--- config.mk ---
export PLATFORM = sky130hd
export DESIGN_NAME = lzx_updown_cnt4
export DESIGN_NICKNAME = d
export VERILOG_FILES = /design/src/rtl/lzx_updown_cnt4.sv
export SDC_FILE = /design/constraint.sdc
export NUM_CORES = 1
export LEC_CHECK = 0
export BUFFER_PORTS_ARGS = -buffer_cell sky130_fd_sc_hd__buf_4
export CAP_MARGIN = 15
export CORE_AREA = 2 2 39 41
export DETAILED_ROUTE_END_ITERATION = 8
export DIE_AREA = 0 0 41 43
export PLACE_DENSITY_LB_ADDON = 0.25
export RECOVER_POWER = 25
export SYNTH_ARGS = -nofsm -noshare
export SYNTH_HDL_FRONTEND = slang
export SYNTH_SLANG_ARGS = --single-unit
--- constraint.sdc ---
create_clock -name clk -period 3.8 [get_ports clk]
set_clock_uncertainty 0.1 [all_clocks]
set_input_delay 0.38 -clock clk [delete_from_list [all_inputs] [get_ports clk]]
set_output_delay 0.38 -clock clk [all_outputs]
set_load 0.005 [all_outputs]
--- src/rtl/lzx_updown_cnt4.sv ---
// 4-bit synchronous up/down counter with parallel load, cascade carry/borrow and sticky overflow.
// Define LZX_CNT_SAT_EN to saturate at 15/0 instead of wrapping.
module lzx_updown_cnt4 (
    input  logic       clk,
    input  logic       rst,
    input  logic       load,
    input  logic [3:0] D,
    input  logic       en,
    input  logic       cen,
    input  logic       up,
    output logic [3:0] Q,
    output logic       CO,
    output logic       BO,
    output logic       ovf
);

    logic [3:0] q_q;
    logic [3:0] q_d;
    logic       ovf_q;
    logic       ovf_d;
    logic [3:0] q_eff;
    logic       term;

    // Terminal counts see Q as already reset while rst is high, so CO cannot
    // fire into the next stage during reset.
    assign q_eff = rst ? 4'd0 : q_q;
    assign CO    = en & cen & up & (q_eff == 4'hF);
    assign BO    = en & cen & ~up & (q_eff == 4'h0);
    assign term  = CO | BO;

    // NOTE: every combinational output gets a default first, so no path leaves
    // it unassigned and no latch is inferred.
    always_comb begin
        q_d   = q_q;
        ovf_d = ovf_q;
        if (load) begin
            q_d   = D;
            ovf_d = 1'b0;
        end else if (en && cen) begin
            if (term) begin
                ovf_d = 1'b1;
            end
`ifdef LZX_CNT_SAT_EN
            if (!term) begin
                q_d = up ? q_q + 4'd1 : q_q - 4'd1;
            end
`else
            q_d = up ? q_q + 4'd1 : q_q - 4'd1;
`endif
        end
    end

    // NOTE: sequential state uses non-blocking assignments so every register
    // samples pre-edge values, independent of statement order.
    always_ff @(posedge clk) begin
        if (rst) begin
            q_q   <= 4'd0;
            ovf_q <= 1'b0;
        end else begin
            q_q   <= q_d;
            ovf_q <= ovf_d;
        end
    end

    assign Q   = q_q;
    assign ovf = ovf_q;

endmodule

; ---- Word level (Yosys, flattened, before mapping)
; Cells that the tools add are included.
[totals]
elab_cells = 21
out_inout_bits = 7
ff_bits = 5
input_bits = 10
[op_classes]
bitwise_logic = 7
eq_ne = 1
muxes = 4
n_addsub = 2
reduce_logical = 5
[ops]
columns = op, n
row1 = 4-bit two-way mux, 4
row2 = 1-bit bitwise AND, 5
row3 = 4-bit by 1-bit adder with 4-bit output (second input constant), 1
row4 = 4-bit == test (second input constant), 1
row5 = 4-bit zero test, 1
row6 = 4-bit by 1-bit subtractor with 4-bit output (second input constant), 1
row7 = 2-bit AND reduction, 1
row8 = 2-bit nonzero test, 1
row9 = 2-bit OR reduction, 1
row10 = 1-bit logical AND, 1
row11 = 1-bit NOT, 1
row12 = 1-bit OR, 1

; ---- Logic depth before layout (Yosys ltp)
[logic_depth]
depth_word = 5
ltp_mapped = 5
depth_no_buf = 5

; ---- Worst setup path before layout
; No wires, ideal clock.
[synth_path]
kind = input-to-reg
from = input port up
to = register q_q[2], in the netlist Q[2]
path_buffers = 0
arrival_ns = 1.388
setup_ns = 0.070
path_stages = 5
setup_slack_ns = 2.242
required_ns = 3.630
path_cell_list = inv_1 > fa_1 > xnor2_1 > a311o_1 > a21oi_1
[synth_between]
elab_chain_cells = 3
[synth_lines]
columns = element, line_no
row1 = "start, declared", 10  ; input logic up,
row2 = 4-bit two-way mux, 48  ; q_d = up ? q_q + 4'd1 : q_q - 4'd1;
row3 = 4-bit two-way mux, 39  ; end else if (en && cen) begin
row4 = 4-bit two-way mux, 36  ; if (load) begin
row5 = "end signal, assigned", 60  ; q_q <= q_d;
row6 = "end, declared", 17  ; logic [3:0] q_q;
; No other way between the ends. The select of a mux whose other input is x is not followed.
; A chain may end at the register's enable or synchronous reset.

; ---- Worst setup path after layout
[layout_path]
from = register q_q[0], in the netlist Q[0]
to = output port CO
[layout_between]
elab_chain_cells = 3
[layout_lines]
columns = element, line_no
row1 = 4-bit two-way mux, 26  ; assign q_eff = rst ? 4'd0 : q_q;
row2 = 4-bit == test, 27  ; assign CO = en & cen & up & (q_eff == 4'hF);
row3 = 1-bit bitwise AND, 27
row4 = "end, declared", 12  ; output logic CO,
; No other way between the ends.

==> reports/metrics.yaml <==
status: "finished clean"
antenna_found_initial: 0
reg2reg_to: "Q[2]$_SDFFE_PP0P_"
cp_max_fo: 6
firstDrtPassIters: 4
cts_setup_buffers: 0
nets: 72
grtUsageTotal_pct: 13.37
drive_above_1_share_pct: 36.21
avgViaCountPerCell: 4.959
rrSetupSlack_ns: 2.21
drc: 0
async_flop_share_pct: 0
gp_congestion: 0.7405
ys_warn_count: 0
synth_cell_types: 23
num_antenna_cells: 0
cts_sinks: 5
power.static_leakage_nw: 0.2295
rows: 14
grt_pass1_vias: 360
finalSetupViolations: 0
h-tree-depth: 1
core_area_mm2: 0.001384
synthCells: 38
cts_resized: 0
wire_per_inst_um: 11.78
cts_tree: "done"
clock_latency_ns: 0.24
ys_seq_area_share_pct: 28.99
cts_hold_buf: 0
ant_nets: 0
fin_crit_sh_pct: 47.90
crit_type: "reg -> out"
ios: 17
startpoint_type: "flop"
period_minus_slack_ns: 1.820
layout_commonest_cell: "buf_4"
timing.hold.ws_ns: 0.2678
portBuffers: 16
crit_start: "Q[0]$_SDFFE_PP0P_"
rsz0062_at_grt: "false"
dieArea_mm2: 0.001763
hold_viol: 0
r2r_cells: 4
syn_nets: 51
cts-buffers-inserted: 3
relSlewSlack_pct: 82.32
start_util_pct: 24.95
fp.dieH_um: 43
overflow: 0
final_cell_mix: "buf_4 (14), dfxtp_1 (5), clkbuf_4 (5), a21oi_1 (4)"
grt_max_degree: 9
grt_pass1_wl_mm: 1.587
max-cap-violations: 0
worst_setup_path_end_kind: "primary output"
drtIter0Drc: 6
worst_pin_slew_ns: 0.2645
drv_slew: 0
avgSynthCellArea_um2: 9.088
cp.required_ns: 3.32
vias: 367
dp_hpwl_um: 684.5
powerDensity_mw_per_mm2: 322.9
tns_ns: 0
root_buffer: "clkbuf_4"
fmax_ghz: 0.5493
hp-class: "in -> reg"
die_x_um: 41
max-clock-path-buffers: 2
clk_pin_slew_ns: 0.04
ir_drop_mv: 0.2549
synthToLayoutAreaGrowth_pct: 48.19
r2r-start: "Q[0]$_SDFFE_PP0P_"
drt-total-wl_um: 872
synth_area_um2: 345.3
worstPathArrival_ns: 1.34
ys_ff_latch: 5
endpoint: "CO"
synth_edf_count: 0
synthFlopType: "dfxtp_1"
## worst min path at each step
stage,startpoint,endpoint,slack [ns],cells past startpoint
CTS,rst,Q[2]$_SDFFE_PP0P_,0.26,2
floorplan,rst,Q[2]$_SDFFE_PP0P_,0.35,1
finish,rst,Q[2]$_SDFFE_PP0P_,0.27,2
global placement,ovf$_SDFFE_PP0P_,ovf$_SDFFE_PP0P_,0.37,1
global route,rst,Q[2]$_SDFFE_PP0P_,0.26,2
detailed placement,ovf$_SDFFE_PP0P_,ovf$_SDFFE_PP0P_,0.38,1
## kinds of logic after synthesis
logic type,count (synthesis),synth area share (%)
AOI/OAI and AO/OA,11,23.55
xor gates and xnor gates,3,7.610
adders and majority gates,3,13.04
buffers and inverters,2,2.175
DFF,5,28.99
and+or+nand+nor,14,24.64
## cell type report
| cell class | count | area, um2 |
|---|---|---|
| sequential | 5 | 100.1 |
| inverter | 2 | 7.507 |
| tap | 16 | 20.02 |
| multi-input combinational | 31 | 237.7 |
| fill | 154 | 872.1 |
| timing repair buffer | 16 | 120.1 |
| clock buffer | 4 | 26.28 |
## synth_stat cells (all sizes together), types with 2 or more instances
cell type / count / area, um2
and3: 2 / 12.51
nor2b: 2 / 12.51
ha: 2 / 25.02
a21oi: 4 / 20.02
nand2: 2 / 10.01
xor2: 2 / 17.52
nand3: 2 / 10.01
nor2: 2 / 7.510
a211oi: 2 / 15.01
dfxtp: 5 / 100.1
inv: 2 / 7.510
## worst max-delay path: stages, from the launching register on
cell and delay, ns:
dfxtp_1 0.45, nand4_1 0.16, nor4b_2 0.33, buf_4 0.16
## per-layer routing
| layer | track usage [%] | part of all wire, % | vias to the layer above |
|---|---|---|---|
| li1 | - | - | 187 |
| met1 | 17.10 | 46 | 166 |
| met2 | 18.44 | 46 | 14 |
| met3 | 7.853 | 7.6 | 0 |
| met4 | 4.000 | 0 | 0 |
| met5 | 0 | 0 | - |
## sequential cells by signal (all words and copies together), names as in the netlist
signal,flops
Q,4
ovf,1
## per-stage QoR
| step | worst slack, ns | total power [W] | area, um2 | utilization, % | std cells |
|---|---|---|---|---|---|
| floorplan | 2.242 | 0.00008249 | 345.3 | - | 38 |
| global placement | 2.088 | 0.0001036 | 485.5 | 35.08 | 70 |
| detailed placement | 2.068 | 0.0001036 | 485.5 | 35.08 | 70 |
| CTS | 1.936 | 0.0001691 | 511.7 | 36.98 | 74 |
| global route | 1.862 | 0.0001782 | 511.7 | 36.98 | 74 |
| finish | 1.980 | 0.0001652 | 511.7 | 36.98 | 74 |
## power breakdown
part	internal, W	switching (W)
Sequential	0.0000562	0.00000566
Clock	0.0000398	0.0000230
Combinational	0.0000228	0.0000178
(Power assumes the default switching activity.)
